## src/rtl/l0_loader.sv

```systemverilog
// l0_loader: streams num_vec consecutive activation words from the activation
// SRAM into the L0 row-FIFO bank. Reads are issued back-to-back; L0 backpressure
// is absorbed by a depth-1 skid register holding a word that returned while L0
// was full. done pulses for one cycle after the last word has been written.
//
// Ports
//   clk, reset              clock, synchronous active-high reset
//   start                   begin transfer (sampled in IDLE only)
//   base_addr, num_vec      first SRAM address / word count (sampled with start)
//   busy, done              transfer in progress / 1-cycle completion pulse
//   sram_cen, sram_wen      SRAM chip enable / write enable (active-low)
//   sram_addr, sram_q       SRAM read address / read data (1-cycle latency)
//   l0_full                 per-FIFO full flags from L0
//   l0_wr, l0_in            L0 write strobe / write data
module l0_loader #(
  parameter int unsigned row    = 8,
  parameter int unsigned bw     = 4,
  parameter int unsigned ADDR_W = 11
) (
  input  logic                  clk,
  input  logic                  reset,
  input  logic                  start,
  input  logic [ADDR_W-1:0]     base_addr,
  input  logic [ADDR_W:0]       num_vec,
  output logic                  busy,
  output logic                  done,
  output logic                  sram_cen,
  output logic                  sram_wen,
  output logic [ADDR_W-1:0]     sram_addr,
  input  logic [row*bw-1:0]     sram_q,
  input  logic [row-1:0]        l0_full,
  output logic                  l0_wr,
  output logic [row*bw-1:0]     l0_in
);

  localparam int unsigned WORD_W = row * bw;
  localparam int unsigned CNT_W  = ADDR_W + 1;

  localparam logic [1:0] S_IDLE = 2'd0;
  localparam logic [1:0] S_RUN  = 2'd1;
  localparam logic [1:0] S_DONE = 2'd2;

  logic [1:0]        state,       state_n;
  logic [ADDR_W-1:0] base_q,      base_n;
  logic [CNT_W-1:0]  num_q,       num_n;
  logic [CNT_W-1:0]  issued,      issued_n;
  logic [CNT_W-1:0]  written,     written_n;
  logic              skid_valid,  skid_valid_n;
  logic [WORD_W-1:0] skid_data,   skid_data_n;
  logic              inflight,    inflight_n;

  logic              full_any;
  logic              issue;
  logic              wr;
  logic [WORD_W-1:0] wr_data;

  // State and datapath registers
  always_ff @(posedge clk) begin
    if (reset) begin
      state      <= S_IDLE;
      base_q     <= '0;
      num_q      <= '0;
      issued     <= '0;
      written    <= '0;
      skid_valid <= 1'b0;
      skid_data  <= '0;
      inflight   <= 1'b0;
    end else begin
      state      <= state_n;
      base_q     <= base_n;
      num_q      <= num_n;
      issued     <= issued_n;
      written    <= written_n;
      skid_valid <= skid_valid_n;
      skid_data  <= skid_data_n;
      inflight   <= inflight_n;
    end
  end

  // Next-state, issue and return logic
  always_comb begin
    state_n      = state;
    base_n       = base_q;
    num_n        = num_q;
    skid_valid_n = skid_valid;
    skid_data_n  = skid_data;
    wr           = 1'b0;
    wr_data      = '0;
    full_any     = |l0_full;

    // A read may only go out when its return is guaranteed a landing spot:
    // either L0 accepts it next cycle or the (empty) skid catches it.
    issue = (state == S_RUN) && (issued < num_q) && !full_any && !skid_valid;

    if (skid_valid) begin
      if (!full_any) begin
        wr           = 1'b1;
        wr_data      = skid_data;
        skid_valid_n = 1'b0;
      end
    end else if (inflight) begin
      if (!full_any) begin
        wr      = 1'b1;
        wr_data = sram_q;
      end else begin
        skid_valid_n = 1'b1;
        skid_data_n  = sram_q;
      end
    end

    inflight_n = issue;
    issued_n   = issued + CNT_W'(issue);
    written_n  = written + CNT_W'(wr);

    case (state)
      S_IDLE: begin
        if (start) begin
          base_n    = base_addr;
          num_n     = num_vec;
          issued_n  = '0;
          written_n = '0;
          state_n   = (num_vec == '0) ? S_DONE : S_RUN;
        end
      end
      S_RUN: begin
        if (written_n == num_q) begin
          state_n = S_DONE;
        end
      end
      S_DONE:  state_n = S_IDLE;
      default: state_n = S_IDLE;
    endcase
  end

  // Outputs; reset blocks any read or write in the cycle it is asserted
  assign busy      = (state == S_RUN);
  assign done      = (state == S_DONE);
  assign sram_wen  = 1'b1;
  assign sram_cen  = !(issue && !reset);
  assign sram_addr = base_q + issued[ADDR_W-1:0];
  assign l0_wr     = wr && !reset;
  assign l0_in     = l0_wr ? wr_data : '0;

endmodule

```

## config.mk

```make
export PLATFORM = sky130hd
export DESIGN_NAME = l0_loader
export DESIGN_NICKNAME = d
export VERILOG_FILES = /design/src/rtl/l0_loader.sv
export SDC_FILE = /design/constraint.sdc
export NUM_CORES = 1
export LEC_CHECK = 0
export ABC_CLOCK_PERIOD_IN_PS = 3100
export CAP_MARGIN = 40
export CORE_MARGIN = 8
export CORE_UTILIZATION = 46
export CTS_BUF_LIST = sky130_fd_sc_hd__clkbuf_2 sky130_fd_sc_hd__clkbuf_4 sky130_fd_sc_hd__clkbuf_8
export DETAILED_ROUTE_END_ITERATION = 7
export GPL_TIMING_DRIVEN = 0
export MAX_ROUTING_LAYER = met4
export PLACE_DENSITY = 0.78
export SLEW_MARGIN = 20
export SYNTH_ARGS = -nofsm -noshare
export SYNTH_HDL_FRONTEND = slang
export SYNTH_SLANG_ARGS = --single-unit
```

## constraint.sdc

```tcl
create_clock -name clk -period 3.1 [get_ports clk]
set_input_delay 0.31 -clock clk [delete_from_list [all_inputs] [get_ports clk]]
set_output_delay 0.31 -clock clk [all_outputs]
set_load 0.01 [all_outputs]
```

# Yosys cells after proc, flatten, opt, wreduce, memory -nomap -nowiden
# Cells that the tools add are included.
# op_classes
n_addsub	3
n_lt_le_gt_ge	1
eq_ne	5
mux	19
bitwise	1
reduce_logical	15
# op_table
op	n
$mux W32	5
$mux W12	4
$add A12 B1 Y12	2
$eq A12 B12 Y1	1
$logic_not A12 Y1	1
$lt A12 B12 Y1	1
$add A11 B11 Y11	1
$reduce_or A8 Y1	1
$mux W1	6
$mux W2	3
$logic_and A1 B1 Y1	5
$logic_not A1 Y1	4
$pmux W2 S2	1
$reduce_and A2 Y1	2
$reduce_and A3 Y1	1
$eq A2 B1 Y1 const B	1
$eq A2 B2 Y1 const B	1
$logic_not A2 Y1	1
$ne A2 B1 Y1 const B	1
$ne A2 B2 Y1 const B	1
$not A1 Y1	1
# totals
regBits	83
inputBits	66
output_inout_bits	48
word_cells	52

# Depth between registers and ports, before layout
# Gate-level depths: netlist of the first run.
# depth
ltp_word	8
depth_mapped	15
mapped_depth_nobuf	15

# Worst setup path before layout of the first run
# Ideal clock, no wire load.
# synth_timing
path_kind	input to register
from	input l0_full[5]
to	register state[1]
setup_time_ps	79
arrival_ps	2791
required_time_ps	3021
slack_ps	230
stages	12
path_buffers	0
cell_sequence	nor4_1 > nand2_1 > nor2_1 > ha_1 > ha_1 > nand3_2 > nor3_2 > nor3_1 > nor4_1 > nand4_1 > or4_1 > a211oi_2
# synth_between
elab_chain_cells	8
# synth_rtl
item	line	rtl
from (decl)	31	input logic [row-1:0] l0_full,
$reduce_or A8 Y1 (*)	89	full_any = |l0_full;
$mux W1 (*)	96, 102	
$mux W1	101	end else if (inflight) begin
$mux W1 (*)	95	if (skid_valid) begin
$add A12 B1 Y12 (*)	113	written_n = written + CNT_W'(wr);
$eq A12 B12 Y1 (*)	126	if (written_n == num_q) begin
$ne A2 B1 Y1 (no line) (*)	n/a	
$reduce_and A2 Y1 (no line) (*)	n/a	
to (signal assigned)	69	state <= state_n;
to (decl)	43	logic [1:0] state, state_n;
# Mark *: on every way between the ends. The rest lies on a longest branch, timed or not.
# A chain may end at the register's enable or synchronous reset.

# Worst setup path in the final report of the first run
# layout_timing
from	input l0_full[1]
to	register state[1]
# Same word-level chain as after synthesis.

==> results of run 1 <==
==> worst max-delay path: stages <==
cell and delay [ns]:
clkdlybuf4s50_1 0.45, nor4_4 0.38, nand2_2 0.13, nor2_4 0.15, ha_4 0.17, ha_4 0.15, xnor2_1 0.16, xnor2_1 0.17
o21ai_1 0.12, nor4_2 0.33, nand4_1 0.20, or4_1 0.56, a211oi_2 0.22
==> sequential cells by signal (all words and copies together) (netlist names) <==
name,count
issued,12
num_q,12
state,2
skid_valid,1
written,12
base_q,11
inflight,1
skid_data,32
==> cell families after synthesis <==
kind of cell / Yosys count / synth area share (%)
AO/OA/AOI/OAI: 124 / 15.15
buffers and inverters: 61 / 5.140
flip-flops: 83 / 36.12
AND/OR/NAND/NOR: 308 / 28.26
other: 1 / 0.08151
adder cells (fa/ha/maj): 27 / 7.452
XOR/XNOR: 41 / 7.805
==> synthesized netlist by cell type (all sizes together) (2+ instances only) <==
cell type,number,share of area [%]
nand2,153,12
nor2,98,8.0
a21oi,95,10
dfxtp,83,36
clkbuf,35,2.9
ha,25,6.8
xnor2,25,4.8
inv,21,1.7
xor2,16,3.0
nand3,12,1.4
nor4,8,1.1
a21o,7,1.1
and2,6,0.82
nand4,6,0.82
a211oi,5,0.92
buf,5,0.57
and3,4,0.54
nor3,4,0.54
nand2b,3,0.41
nor2b,3,0.41
o21ai,3,0.33
o31ai,3,0.49
or3,3,0.41
a311oi,2,0.38
nand3b,2,0.33
o211ai,2,0.33
or4,2,0.33
==> metrics by stage <==
stage	std cells	worst slack [ns]	setup TNS (ns)	instance area [um2]	hold WS [ns]
4_1_cts	906	-0.1081	-0.1081	6206	0.4621
5_1_grt	907	-0.1970	-0.2468	6306	0.4838
2_1_floorplan	645	0.2300	0	4601	0.4363
3_3_place_gp	889	-0.8563	-8.183	5878	0.4419
3_5_place_dp	889	-0.9558	-9.117	5878	0.4470
6_report	907	-0.1131	-0.1131	6306	0.4609
==> cell usage in the layout (no fill, tap or decap), types with 5 or more instances in the layout <==
| master | instances |
|---|---|
| nor2_1 | 95 |
| clkbuf_8 | 11 |
| and2_1 | 6 |
| nand2_1 | 152 |
| nand3_1 | 11 |
| clkbuf_1 | 31 |
| ha_1 | 22 |
| dlygate4sd2_1 | 12 |
| nor4_1 | 5 |
| dfxtp_1 | 80 |
| a21oi_1 | 92 |
| dlymetal6s2s_1 | 18 |
| a21o_1 | 7 |
| buf_4 | 6 |
| xnor2_1 | 25 |
| inv_1 | 21 |
| clkdlybuf4s50_1 | 79 |
| xor2_1 | 16 |
| nand4_1 | 6 |
==> worst max-delay path by stage <==
stage                          start  cells after the start                     to  slack [ns]
after floorplan           l0_full[5]                     12  state[1]$_SDFFE_PP0P_        0.23
after global placement    l0_full[1]                     13  state[1]$_SDFFE_PP0P_       -0.86
after detailed placement  l0_full[1]                     13  state[1]$_SDFFE_PP0P_       -0.96
after CTS                 l0_full[2]                     13  state[1]$_SDFFE_PP0P_       -0.11
after global routing      l0_full[1]                     13  state[1]$_SDFFE_PP0P_       -0.20
final                     l0_full[1]                     13  state[1]$_SDFFE_PP0P_       -0.11
==> final cells by class <==
| class | count | share of cell area [%] |
|---|---|---|
| flip-flops and latches | 83 | 26.41 |
| plain buffers | 39 | 2.619 |
| clock inverters | 4 | 1.171 |
| multi-input cells | 501 | 45.10 |
| inverters | 21 | 1.250 |
| clock buffers | 11 | 2.401 |
| repair buffers | 115 | 18.41 |
| well taps | 133 | 2.639 |
==> metal layers <==
metal	wire length (um)	up-vias	track usage, %
met3	793	22	4.013
met2	6650	148	36.30
met1	6058	2230	23.96
met4	234	0	7.347
li1	-	2381	-
met5	0	-	-
==> timing repair <==
item / 4_1_cts / 5_1_grt
setup endpoints to repair: 37 / 31
setup buffers: 2 / 2
gates resized for setup: 38 / 36
pin swaps: 4 / 3
==> power by group through the flow <==
stage               clock network [mW]  registers, mW  logic [mW]
finish                           0.889           1.11       0.316
global route                     0.950           1.11       0.345
CTS                              0.900           1.11       0.307
detailed placement                   0           1.13       0.298
global placement                     0           1.13       0.290
floorplan                            0           1.13       0.142
==> impl_metrics.py, run 1 <==
metrics = {
    "floorplan": {
        "initial_core_util_pct": 47.29,
        "io-pin-count": 114,
        "core_area_um2": 9729,
        "fp.dieArea_um2": 13460,
        "fp.dieH_um": 116.0,
        "die_w_um": 116.0,
        "fp-row-count": 36,
    },
    "synthesis": {
        "synth_ff_type": "dfxtp_1",
        "yosysSeqAreaShare_pct": 36.12,
        "yosysWarnings": 0,
        "syn_avg_cell_area_um2": 7.133,
        "synth_seq_cells": 83,
        "synthDistinctLibCells": 46,
        "synthArstFlopShare_pct": 0,
        "synth_edf_count": 0,
        "synth_cells": 645,
        "synth_nets": 737,
        "syn_area_um2": 4601,
    },
    "placement": {
        "globalplace.congestion": 0.8735,
        "hpwlAfterDp_mm": 10.32,
        "portBuffers": 111,
    },
    "global_route": {
        "grt_max_degree": 14,
        "grt.overflow.total": 0,
        "grt_pass1_vias": 4789,
        "grtUsageTotal_pct": 21.10,
        "grt_first_pass_wirelength_mm": 22.27,
        "grt_antenna_before_repair": 0,
    },
    "power": {
        "ir_drop_mv": 0.2002,
        "p_comb_share_pct": 13.6,
        "p_switching_mw": 0.5701,
        "p_seq_share_pct": 47.9,
        "switching_share_pct": 24.64,
        "power_leakage_nw": 2.690,
        "intPower_mw": 1.743,
        "pwr-share-clk_pct": 38.4,
        "power_per_cell_area_nw_per_um2": 366.9,
        "total_power_mw": 2.314,
    },
    "finish": {
        "nNetsFinal": 862,
        "drive_above_1_share_pct": 6.848,
        "fill_cells": 837,
        "antennaDiodeCount": 0,
        "regArea_um2": 1665,
        "fin_util_pct": 64.81,
        "area_delta_synth_final_pct": 37.07,
        "multiInputGateArea_um2": 2844,
    },
    "worst_hold_path": {
        "min_to": "num_q[11]$_SDFFE_PP0P_",
        "hold_path_class": "reg -> reg",
        "holdPathStages": 2,
        "hp-start": "num_q[11]$_SDFFE_PP0P_",
    },
    "sta": {
        "hold_viol_final": 0,
        "period_share_pct": 103.6,
        "tightestPinTransition_ns": 0.5614,
        "skew_ns": 0.01095,
        "maxSlewHeadroom_pct": 62.57,
        "fin_crit_ns": 3.213,
        "timing.fmax_ghz": 0.3112,
        "rsz0062_at_grt": "yes",
        "setup_ws_ns": -0.1131,
        "drv_slew": 0,
        "setup_viol": 1,
    },
    "drt": {
        "drc": 0,
        "drtAntennaViolNets": 0,
        "vias": 4781,
        "vias_per_cell": 5.271,
        "wire_per_inst_um": 15.14,
        "drt_first_pass_iters": 4,
        "drt-total-wl_mm": 13.74,
        "drt_iter0_markers": 287,
    },
    "clock_network": {
        "cts_buffer_depth": 2,
        "hold_buffers": 0,
        "clk-insertion-delay-late_ns": 0.36,
        "clock_sinks": 83,
        "cts_root_buf": "clkbuf_8",
        "clkTransAtPathRegs_ns": 0.07,
        "h-tree-depth": 3,
        "cts_tree": "built",
        "numCtsBuffers": 9,
    },
    "critical_path": {
        "cp_data_required_time_ns": 3.38,
        "critPathCaptureType": "register",
        "rr_worst_depth": 12,
        "r2r_end": "state[1]$_SDFFE_PP0P_",
        "worst-r2r-setup-slack_ns": -0.03,
        "worstPathArrival_ns": 3.49,
        "critPathLaunchType": "primary input",
        "critPathMaxFanout": 4,
        "crit_type": "in -> reg",
        "r2r_start": "inflight$_SDFF_PP0_",
    },
    "status": {
        "outcome": "finished with violations",
        "violations": "negative setup slack",
    },
    "job": {
        "cap_violations": 0,
    },
}
Note: power is estimated with default switching activity, not from simulation.
==> run 2, diff against run 1 <==
CELL_PAD_IN_SITES_DETAIL_PLACEMENT = 1   (was not set)
CELL_PAD_IN_SITES_GLOBAL_PLACEMENT = 1   (was not set)
CORE_UTILIZATION = 33   (was 46)
PLACE_DENSITY = not set   (was 0.78)
PLACE_DENSITY_LB_ADDON = 0.1   (was not set)
==> run 2 against run 1 <==
Global-route usage fell by 3.1 points. Flip-flop and latch count did not move. Routed wire length rose by 13%. Critical endpoint unchanged. Non-clock buffer count rose by 4. Largest power group unchanged. Clock power rose by 2.8%. The flow now finishes without violations. Combinational power fell by 1%. Worst setup slack improved by 0.15 ns.
==> impl_metrics.py, run 2 (same netlist as run 1, synthesis figures left out) <==
metrics = {
    "status": {
        "outcome": "completed",
    },
    "finish": {
        "area_delta_synth_final_pct": 38.97,
        "antennaDiodeCount": 0,
        "largest_reg_flops": 32,
        "drive_above_1_share_pct": 8.216,
        "top_register": "skid_data",
        "final_cell_mix": "nand2_1, clkdlybuf4s50_1, nor2_1",
        "nNetsFinal": 866,
        "fill_cells": 1739,
        "final_common_cell": "nand2_1",
    },
    "placement": {
        "post-place-ws_ns": -0.9790,
        "hpwlAfterDp_mm": 12.14,
        "portBuffers": 111,
        "globalplace.congestion": 0.8101,
    },
    "critical_path": {
        "crit_type": "in -> reg",
        "crit_path_cell_trace": "clkdlybuf4s50_1, nor4_4, nand2_2, nor2_4, ha_4, and4_1, nand2_1, maj3_1, o22ai_1, o2111ai_1, or4_4, a211oi_2",
        "worst-r2r-setup-slack_ns": 0.15,
        "r2r_start": "inflight$_SDFF_PP0_",
        "critPathCaptureType": "register",
        "r2r_end": "state[1]$_SDFFE_PP0P_",
        "cp_data_required_time_ns": 3.40,
        "max_stage_delay_ns": 0.44,
        "worstPathArrival_ns": 3.36,
        "crit_slowest_cell": "clkdlybuf4s50_1",
        "rr_worst_depth": 11,
        "critPathLaunchType": "primary input",
        "critPathMaxFanout": 4,
    },
    "sta": {
        "fin_crit_ns": 3.063,
        "hold_viol_final": 0,
        "period_share_pct": 98.81,
        "drv_slew": 0,
        "rsz0062_at_grt": "yes",
        "tightestPinTransition_ns": 0.5974,
        "fin_setup_tns_ns": 0,
        "maxSlewHeadroom_pct": 60.17,
        "setup_ws_ns": 0.03695,
        "timing.fmax_ghz": 0.3265,
        "setup_viol": 0,
        "skew_ns": 0.01395,
    },
    "floorplan": {
        "fp.dieArea_um2": 17980,
        "core_area_um2": 13770,
        "initial_core_util_pct": 33.40,
        "die_w_um": 134.1,
        "fp.dieH_um": 134.1,
        "io-pin-count": 114,
        "fp-row-count": 43,
    },
    "global_route": {
        "grt_pass1_vias": 5233,
        "grt_max_degree": 14,
        "grt.overflow.total": 0,
        "grt_first_pass_wirelength_mm": 25.72,
        "grt_antenna_before_repair": 0,
        "grtUsageTotal_pct": 17.96,
    },
    "clock_network": {
        "h-tree-depth": 3,
        "clkTransAtPathRegs_ns": 0.09,
        "hold_buffers": 0,
        "numCtsBuffers": 9,
        "cts_buffer_depth": 2,
        "clk-insertion-delay-late_ns": 0.37,
        "cts_tree": "built",
        "clock_sinks": 83,
        "cts_root_buf": "clkbuf_8",
    },
    "worst_hold_path": {
        "hold_path_class": "reg -> reg",
        "min_to": "skid_data[22]$_SDFFE_PP0P_",
        "hp-start": "skid_data[22]$_SDFFE_PP0P_",
        "holdPathStages": 2,
    },
    "drt": {
        "drt_iter0_markers": 150,
        "wire_per_inst_um": 16.23,
        "drtAntennaViolNets": 0,
        "vias_per_cell": 4.990,
        "drt_first_pass_iters": 4,
        "vias": 4785,
        "drt-total-wl_mm": 15.57,
        "drc": 0,
    },
    "power": {
        "ir_drop_mv": 0.1614,
        "power_leakage_nw": 2.415,
        "power_per_cell_area_nw_per_um2": 365.2,
    },
    "job": {
        "cap_violations": 0,
    },
}
-- run 2: through the flow --
stage / std cells / utilization [%] / area, um2 / power, mW / hold WS (ns)
4_1_cts: 955 / 45.78 / 6306 / 2.374 / 0.4623
3_3_place_gp: 936 / 43.11 / 5937 / 1.432 / 0.4421
6_report: 959 / 46.42 / 6394 / 2.335 / 0.4599
5_1_grt: 959 / 46.42 / 6394 / 2.448 / 0.4758
3_5_place_dp: 936 / 43.11 / 5937 / 1.442 / 0.4494
2_1_floorplan: 645 / - / 4601 / 1.270 / 0.4363
-- run 2: how the worst max path moves through the flow --
stage	start	to	depth (start not counted)
6_report	l0_full[6]	state[1]$_SDFFE_PP0P_	12
5_1_grt	l0_full[6]	state[1]$_SDFFE_PP0P_	13
4_1_cts	l0_full[6]	l0_in[4]	8
3_5_place_dp	l0_full[1]	state[1]$_SDFFE_PP0P_	13
3_3_place_gp	l0_full[1]	state[1]$_SDFFE_PP0P_	13
2_1_floorplan	l0_full[5]	state[1]$_SDFFE_PP0P_	12
-- run 2: power breakdown --
group          internal, mW  leakage [nW]  switching (mW)
registers              1.09         0.674          0.0207
logic                 0.156          1.62           0.156
clock network         0.506         0.116           0.408
total                  1.75          2.42           0.585
-- run 2: repair_timing --
action,4_1_cts,5_1_grt
setup endpoints to repair,43,39
pin swaps,6,11
resized for setup,36,27
hold endpoints to repair,0,0
buffers inserted,3,5
-- run 2: final cells by class --
cell class                 instances  area [um2]  share of cell area (%)
buffer                            39       165.2                   2.583
clock buffer                      12       158.9                   2.485
clock inverter                     4       72.57                   1.135
inverter                          21       78.83                   1.233
multi-input combinational        501        2854                   44.64
sequential                        83        1669                   26.11
tap                              180       225.2                   3.523
timing repair buffer             119        1170                   18.30
-- run 2: worst max-delay path, delay by kind of cell --
kind | cells | cell delay (ns)
and+or+nand+nor | 6 | 1.48
AOI/OAI and AO/OA | 3 | 0.60
adders and majority gates | 2 | 0.53
buffers and inverters | 1 | 0.44
-- run 2: layer usage --
layer	track usage, %	vias to the layer above	wire length [um]
met2	31.95	92	7940
li1	-	2390	-
met1	20.04	2285	6782
met4	5.739	0	244
met5	-	-	0
met3	3.104	18	600
==> run 3, diff against run 2 <==
CORE_ASPECT_RATIO = 0.8   (was not set)
SLEW_MARGIN = not set   (was 20)
==> run 3 against run 2 <==
Global-route usage up 0.55 points. First-iteration DRC count grew 8.7%. Critical path type unchanged. Power grew 0.31%. Sequential share of layout area down 0.066 points. Hold slack barely moved. Sequential power barely moved. Combinational power rose by 4%. Largest power group unchanged. Flip-flop and latch count is the same. Largest cell class unchanged.
==> impl_metrics.py, run 3 (same netlist as run 1, synthesis figures left out) <==
metrics = {
    "status": {
        "outcome": "completed",
    },
    "global_route": {
        "grt_first_pass_wirelength_mm": 25.81,
        "grt_max_degree": 13,
        "grt_pass1_vias": 5040,
        "grt.overflow.total": 0,
        "grtUsageTotal_pct": 18.51,
        "grt_antenna_before_repair": 0,
    },
    "placement": {
        "hpwlAfterDp_mm": 12.73,
        "portBuffers": 111,
        "globalplace.congestion": 0.8238,
        "dp_cells": 936,
    },
    "critical_path": {
        "crit_type": "in -> reg",
        "worstPathArrival_ns": 3.33,
        "worst-r2r-setup-slack_ns": 0.20,
        "critPathMaxFanout": 4,
        "critPathLaunchType": "primary input",
        "cp_data_required_time_ns": 3.40,
        "critPathCaptureType": "register",
    },
    "drt": {
        "vias_per_cell": 5.040,
        "drt_iter0_markers": 163,
        "wire_per_inst_um": 17.24,
        "drtAntennaViolNets": 0,
        "drt_first_pass_iters": 4,
        "drt-total-wl_mm": 16.64,
        "drc": 0,
        "vias": 4864,
    },
    "finish": {
        "final_common_cell": "nand2_1",
        "area_delta_synth_final_pct": 39.33,
        "final_cell_mix": "nand2_1, clkdlybuf4s50_1, nor2_1",
        "antennaDiodeCount": 0,
        "largest_reg_flops": 32,
        "fin_util_pct": 47.14,
        "nNetsFinal": 873,
        "stdcell_count": 965,
        "drive_above_1_share_pct": 8.662,
        "top_register": "skid_data",
        "fill_cells": 1721,
    },
    "clock_network": {
        "cts_tree": "built",
        "clk-insertion-delay-late_ns": 0.38,
        "hold_buffers": 0,
        "clkTransAtPathRegs_ns": 0.08,
        "cts_root_buf": "clkbuf_8",
        "cts_buffer_depth": 2,
        "clock_sinks": 83,
        "numCtsBuffers": 9,
        "h-tree-depth": 3,
    },
    "power": {
        "switching_share_pct": 25.33,
        "intPower_mw": 1.749,
        "power_per_cell_area_nw_per_um2": 365.4,
        "p_seq_share_pct": 47.4,
        "p_comb_share_pct": 13.9,
        "pwr-share-clk_pct": 38.7,
        "total_power_mw": 2.342,
        "ir_drop_mv": 0.1811,
        "p_switching_mw": 0.5933,
        "power_leakage_nw": 2.412,
    },
    "floorplan": {
        "core_area_um2": 13600,
        "initial_core_util_pct": 33.83,
        "fp.dieH_um": 121.6,
        "die_w_um": 148.0,
        "fp.dieArea_um2": 18000,
        "io-pin-count": 114,
        "fp-row-count": 38,
    },
    "sta": {
        "hold_viol_final": 0,
        "timing.fmax_ghz": 0.3301,
        "skew_ns": 0.01062,
        "period_share_pct": 97.73,
        "setup_viol": 0,
        "hold_ws_ns": 0.4597,
        "tightestPinTransition_ns": 0.6487,
        "maxSlewHeadroom_pct": 56.76,
        "drv_slew": 0,
        "fin_setup_tns_ns": 0,
        "fin_crit_ns": 3.030,
    },
    "worst_hold_path": {
        "hold_path_class": "reg -> reg",
    },
    "job": {
        "cap_violations": 0,
    },
}
==> run 3: cell types whose count changed in the layout (fill, tap and decap cells not counted), sizes merged, moves of 2 or more <==
cell,change
buf,+9
clkdlybuf4s50,-2
dlygate4sd2,+4
dlymetal6s2s,-2
==> run 3: power groups by stage <==
stage | Combinational, mW | Clock [mW] | Sequential [mW]
final | 0.326 | 0.906 | 1.11
after global routing | 0.354 | 0.973 | 1.11
after CTS | 0.323 | 0.931 | 1.11
after detailed placement | 0.310 | 0 | 1.14
after global placement | 0.302 | 0 | 1.13
after floorplan | 0.142 | 0 | 1.13
==> run 3: timing repair <==
item / 4_1_cts / 5_1_grt
gates resized for setup: 35 / 31
setup endpoints to repair: 37 / 42
setup buffers: 7 / 8
cloned: 0 / 0
pin swaps: 11 / 10
==> run 3: layout make-up <==
cell class	instances	area [um2]	area share, %
multi-input combinational	501	2844	44.37
clock inverter	2	60.06	0.9370
clock buffer	13	160.2	2.499
timing repair buffer	126	1212	18.91
tap	180	225.2	3.514
sequential	83	1669	26.04
inverter	21	78.83	1.230
buffer	39	160.2	2.499
==> run 3: routing by layer <==
| metal | GRT usage (%) | share of wire [%] | vias to the layer above |
|---|---|---|---|
| li1 | - | - | 2394 |
| met2 | 28.59 | 46 | 104 |
| met3 | 5.597 | 4.9 | 15 |
| met5 | - | 0 | - |
| met1 | 23.43 | 48 | 2351 |
| met4 | 4.069 | 0.93 | 0 |
==> run 3: final timing paths <==
| kind | startpoint | endpoint | depth (start not counted) |
|---|---|---|---|
| worst min register to register | skid_data[1]$_SDFFE_PP0P_ | skid_data[1]$_SDFFE_PP0P_ | 2 |
| worst max-delay path | l0_full[1] | state[1]$_SDFFE_PP0P_ | 12 |
| worst min-delay path | skid_data[1]$_SDFFE_PP0P_ | skid_data[1]$_SDFFE_PP0P_ | 2 |
| worst max register to register | inflight$_SDFF_PP0_ | state[1]$_SDFFE_PP0P_ | 10 |
==> run 3: worst max-delay path, stage by stage <==
cell and delay [ns]:
clkdlybuf4s50_1 0.44, nor4_4 0.29, nand2_2 0.14, nor2_4 0.12, ha_4 0.17, and4_1 0.26, nand2_1 0.11, maj3_1 0.36
o22ai_1 0.21, o2111ai_1 0.23, or4_4 0.47, a211oi_2 0.22
==> run 3: per-stage QoR <==
| step | area (um2) | setup slack [ns] |
|---|---|---|
| 5_1_grt | 6410 | -0.02024 |
| 3_5_place_dp | 5937 | -0.8614 |
| 3_3_place_gp | 5937 | -0.7942 |
| 2_1_floorplan | 4601 | 0.2300 |
| 4_1_cts | 6299 | 0.001629 |
| 6_report | 6410 | 0.07044 |
